===== src/rtl/divider_unit_pkg.sv =====
// Shared definitions for the iterative integer divider.
//   XLEN    : operand / result width
//   STEPS   : restoring shift-subtract iterations per division
//   CNT_W   : width of the step counter
//   state_e : controller states IDLE / CALC / DONE
package divider_unit_pkg;

  localparam int XLEN  = 32;
  localparam int STEPS = XLEN;
  localparam int CNT_W = $clog2(STEPS);

  typedef enum logic [1:0] {
    IDLE = 2'd0,
    CALC = 2'd1,
    DONE = 2'd2
  } state_e;

endpackage


===== src/rtl/divider_unit.sv =====
// Iterative 32-bit integer divider (DIV/DIVU/REM/REMU semantics).
// One restoring shift-subtract step per clock; start-to-done is 33 cycles,
// or 1 cycle for a zero divisor.
//   clk, rst_n        : clock, async active-low reset
//   start             : request, sampled only while idle
//   is_signed         : 1 = two's-complement, 0 = unsigned (latched with start)
//   a, b              : dividend, divisor (latched with start)
//   busy              : high while iterating
//   done              : one-cycle pulse, results valid
//   quotient,remainder: results, held until the next completion
//   div_by_zero       : zero-divisor flag for the held results
module divider_unit
  import divider_unit_pkg::*;
(
  input  logic            clk,
  input  logic            rst_n,
  input  logic            start,
  input  logic            is_signed,
  input  logic [XLEN-1:0] a,
  input  logic [XLEN-1:0] b,
  output logic            busy,
  output logic            done,
  output logic [XLEN-1:0] quotient,
  output logic [XLEN-1:0] remainder,
  output logic            div_by_zero
);

  state_e           r_state;
  logic [CNT_W-1:0] r_cnt;
  logic [XLEN-1:0]  r_rem;     // partial remainder, always < divisor
  logic [XLEN-1:0]  r_quo;     // dividend shifts out MSB-first, quotient bits shift in
  logic [XLEN-1:0]  r_dvsr;
  logic             r_neg_q;
  logic             r_neg_r;
  logic [XLEN-1:0]  r_quotient;
  logic [XLEN-1:0]  r_remainder;
  logic             r_dbz;

  // Operand magnitudes. Negating 0x80000000 yields 0x80000000, which is the
  // correct unsigned magnitude, so the overflow case needs no special path.
  logic            w_a_neg, w_b_neg;
  logic [XLEN-1:0] w_a_mag, w_b_mag;

  assign w_a_neg = is_signed & a[XLEN-1];
  assign w_b_neg = is_signed & b[XLEN-1];
  assign w_a_mag = w_a_neg ? (~a + 1'b1) : a;
  assign w_b_mag = w_b_neg ? (~b + 1'b1) : b;

  // Restoring step on a 33-bit word: the extra bit is the borrow of the
  // trial subtraction. Borrow clear means the divisor fits -> quotient bit 1.
  logic [XLEN:0]   w_shift, w_diff;
  logic            w_qbit;
  logic [XLEN-1:0] w_rem_nx, w_quo_nx;

  assign w_shift  = {r_rem, r_quo[XLEN-1]};
  assign w_diff   = w_shift - {1'b0, r_dvsr};
  assign w_qbit   = ~w_diff[XLEN];
  assign w_rem_nx = w_qbit ? w_diff[XLEN-1:0] : w_shift[XLEN-1:0];
  assign w_quo_nx = {r_quo[XLEN-2:0], w_qbit};

  // Sign fix-up applied to the final step's output so results register on
  // the same edge the FSM enters DONE.
  logic [XLEN-1:0] w_q_fix, w_r_fix;

  assign w_q_fix = r_neg_q ? (~w_quo_nx + 1'b1) : w_quo_nx;
  assign w_r_fix = r_neg_r ? (~w_rem_nx + 1'b1) : w_rem_nx;

  logic w_last;
  assign w_last = (r_cnt == CNT_W'(STEPS - 1));

  always_ff @(posedge clk or negedge rst_n) begin
    if (!rst_n) begin
      r_state     <= IDLE;
      r_cnt       <= '0;
      r_rem       <= '0;
      r_quo       <= '0;
      r_dvsr      <= '0;
      r_neg_q     <= 1'b0;
      r_neg_r     <= 1'b0;
      r_quotient  <= '0;
      r_remainder <= '0;
      r_dbz       <= 1'b0;
    end else begin
      case (r_state)
        IDLE: begin
          if (start) begin
            if (b == '0) begin
              // Zero divisor short-circuits straight to DONE.
              r_state     <= DONE;
              r_quotient  <= '1;
              r_remainder <= a;
              r_dbz       <= 1'b1;
            end else begin
              r_state <= CALC;
              r_cnt   <= '0;
              r_rem   <= '0;
              r_quo   <= w_a_mag;
              r_dvsr  <= w_b_mag;
              r_neg_q <= w_a_neg ^ w_b_neg;
              r_neg_r <= w_a_neg;
            end
          end
        end
        CALC: begin
          r_rem <= w_rem_nx;
          r_quo <= w_quo_nx;
          r_cnt <= r_cnt + CNT_W'(1);
          if (w_last) begin
            r_state     <= DONE;
            r_quotient  <= w_q_fix;
            r_remainder <= w_r_fix;
            r_dbz       <= 1'b0;
          end
        end
        DONE:    r_state <= IDLE;
        default: r_state <= IDLE;
      endcase
    end
  end

  assign busy        = (r_state == CALC);
  assign done        = (r_state == DONE);
  assign quotient    = r_quotient;
  assign remainder   = r_remainder;
  assign div_by_zero = r_dbz;

endmodule


===== config.mk =====
export PLATFORM = sky130hd
export DESIGN_NAME = divider_unit
export DESIGN_NICKNAME = d
export VERILOG_FILES = /design/src/rtl/divider_unit_pkg.sv /design/src/rtl/divider_unit.sv
export SDC_FILE = /design/constraint.sdc
export NUM_CORES = 1
export LEC_CHECK = 0
export ABC_AREA = 1
export CORE_UTILIZATION = 40
export CTS_CLUSTER_SIZE = 20
export DETAILED_ROUTE_END_ITERATION = 10
export GPL_TIMING_DRIVEN = 0
export MAX_ROUTING_LAYER = met4
export PLACE_DENSITY = 0.67
export SLEW_MARGIN = 20
export SYNTH_ARGS = -nofsm -noshare
export SYNTH_HDL_FRONTEND = slang
export SYNTH_SLANG_ARGS = --single-unit

===== constraint.sdc =====
create_clock -name clk -period 6.3 [get_ports clk]
set_clock_uncertainty 0.1 [all_clocks]
set_input_delay 0.63 -clock clk [delete_from_list [all_inputs] [get_ports clk]]
set_output_delay 0.63 -clock clk [all_outputs]
set_load 0.02 [all_outputs]

==> impl_metrics.toml <==
[global_routing]
busiest_layer = "met2"
grtUsageMet1 = 0.418
use_met3 = 0.0451
grt_max_degree = 66
antenna_found_initial = 0
overflow = 0
grt_pass1_wl_um = 73500
grt_pass1_vias = 12900
grt.total_usage = 0.300
globalRouteMet2Util = 0.450

[clock_tree]
ctsResizeCount = 0
clk_path_buf_depth = 2
clock_latency_ns = 0.45
path_clk_slew_ns = 0.09
numCtsBuffers = 17
cts_max_level = 4
cts_tree = "built"
root_buffer = "clkbuf_16"
cts.sinks = 170

[logic_synthesis]
ys_top_cells_by_area = "dfrtp_1, nand2_1, inv_1, o21ai_0, nor2_1"
ys_ff_latch = 170
syn_area_um2 = 13000
synth-xor-area-share = 0.0601
synth_mux_area_frac = 0
syn_nets = 2071
synth_cell_types = 51
synth-async-reset-ratio = 1.00
syn_area_per_cell_um2 = 6.61
synth-edff-count = 0
synth.top_cell.area_share = 0.328
yosys.area_share.simple = 0.333
synth_top_area_cell = "dfrtp_1"
synth_compound_area_frac = 0.140
yosysWarnings = 0
netlist_instances = 1964
synth_common_cells = "nand2_1, inv_1, nor2_1, dfrtp_1, o21ai_0"
synth_top_family_by_area = "simple AND/OR/NAND/NOR gates"
synthFlopType = "dfrtp_1"
yosysMostFrequentCell = "nand2_1"
synthAdderAreaFrac = 0.0382
synth-seq-area-share = 0.328

[setup_path]
r2r_cells = 25
r2r-start = "r_quo[31]"
cp_slowest_cell = "nor3_1"
arrival_ns = 5.38
r2r-end = "quotient[28]"
startpoint_type = "register"
worstPathRequired_ns = 6.53
r2r_slack_ns = 1.15
crit_path_start = "r_quo[31]"
crit_type = "register to register"
endpoint = "quotient[28]"
setup.worst_path.end_class = "register"
max_stage_delay_ns = 0.50
worst-path-max-fanout = 10

[timing]
tightest_slew_ns = 0.931
slew_headroom = 0.379
hold_violations = 0
rsz0062_at_grt = "no"
finalSetupViolCount = 0
max_freq_mhz = 194
fin_crit_sh = 0.818
min_period_ns = 5.15
drv_slew = 0

[detailed_routing]
drt_iter0_drc = 1473
dr.pass1.iters = 7
via_count = 13700
drt_wl_total_um = 47700
via_per_inst = 5.40
wl_per_cell_um = 18.8
final_antenna_net_count = 0
drc = 0

[floorplanning]
io_pins = 135
core_um2 = 31700
die_w_um = 182
initial_core_util = 0.409
die_area_um2 = 33200
rows = 65
die_height_um = 182

[placement]
post-dp-hpwl_um = 38100
dp.cells = 2503
port_buffers = 134
gp_congestion = 1.01

[status]
outcome = "finished, final reports clean"

[final_layout]
seqCellArea_um2 = 4250
num-nets-final = 2228
drive_gt1_frac = 0.0628
multi_input_area_um2 = 7420
fill_cells = 3253
fin_cells = 2536
area_growth_pct = 19.8
final_util = 0.490
num_antenna_cells = 0

[job]
cap_violations = 0

[hold_path]
hold_class = "register to register"
state kept, by name, indices dropped and copies added, names as in the netlist:
name and cells:
r_neg_r 1, r_cnt 5, r_quo 32, quotient 32, div_by_zero 1, remainder 32, r_state 2, r_rem 32
r_dvsr 32, r_neg_q 1
worst max-delay path, delay by kind of cell (launching register included):
kind / cells / cell delay, ns
flops: 1 / 0.44
buf+inv: 4 / 0.55
xor+xnor: 1 / 0.36
compound gates: 3 / 0.74
fa+ha+maj: 3 / 0.75
simple gates: 14 / 2.08
stage by stage:
step | setup slack [ns] | area, um2 | hold slack [ns] | TNS, ns
floorplan | 2.36 | 13000 | 0.234 | 0
global route | 0.686 | 15500 | 0.391 | 0
finish | 1.15 | 15500 | 0.369 | 0
detailed placement | 1.34 | 14900 | 0.359 | 0
CTS | 1.29 | 15500 | 0.371 | 0
global placement | -2.77 | 14800 | 0.351 | -465.63
how the worst min path moves through the flow:
stage	cells after the start	slack, ns	startpoint	endpoint
after floorplan	0	0.23	rst_n	div_by_zero
after global routing	1	0.39	r_cnt[3]	r_cnt[3]
after global placement	1	0.35	r_cnt[3]	r_cnt[3]
final	1	0.37	r_cnt[3]	r_cnt[3]
after detailed placement	1	0.36	r_cnt[3]	r_cnt[3]
after CTS	1	0.37	r_cnt[3]	r_cnt[3]
logic make-up after synthesis:
kind of cell / after synthesis
AO/OA/AOI/OAI: 314
XOR/XNOR: 89
adder cells (fa/ha/maj): 39
buffers and inverters: 326
flip-flops: 170
AND/OR/NAND/NOR: 1026
final cells by class:
type / count / share of cell area
repair buffers: 138 / 0.0911
clock buffers: 17 / 0.0274
plain buffers: 65 / 0.0210
multi-input cells: 1468 / 0.478
well taps: 402 / 0.0324
clock inverters: 15 / 0.0137
flip-flops and latches: 170 / 0.274
inverters: 261 / 0.0630
cells in the final DEF (no fill, tap or decap), drive strengths merged, types with 4 or more instances in the layout:
master	synthesis	layout
o211ai	8	8
nor2	199	199
nor4	9	9
nand4	15	15
ha	38	38
nand2	648	648
clkbuf	44	61
nand3	111	111
a21oi	59	59
dfrtp	170	170
inv	259	268
a31oi	12	12
o22ai	15	15
a22oi	7	7
xor2	64	64
o21ai	182	182
clkdlybuf4s50	0	133
buf	21	25
o31ai	4	4
o221ai	11	11
nand3b	4	4
and3	4	4
xnor2	25	25
or2	5	5
nor3	30	30
clkinv	2	7
o21bai	11	11
metal layers:
layer / share of wire / wire length, um
met1: 0.45 / 21600
met5: 0 / 0
met3: 0.086 / 4120
met4: 0.024 / 1130
met2: 0.44 / 20800
timing repair:
action / in CTS / in global routing
hold buffers: 1 / 0
hold endpoints to repair: 35 / 0
setup buffers: 0 / 0
Power is not shown: default switching activity piles up to over one toggle a cycle in this logic, so the estimate is an artifact.
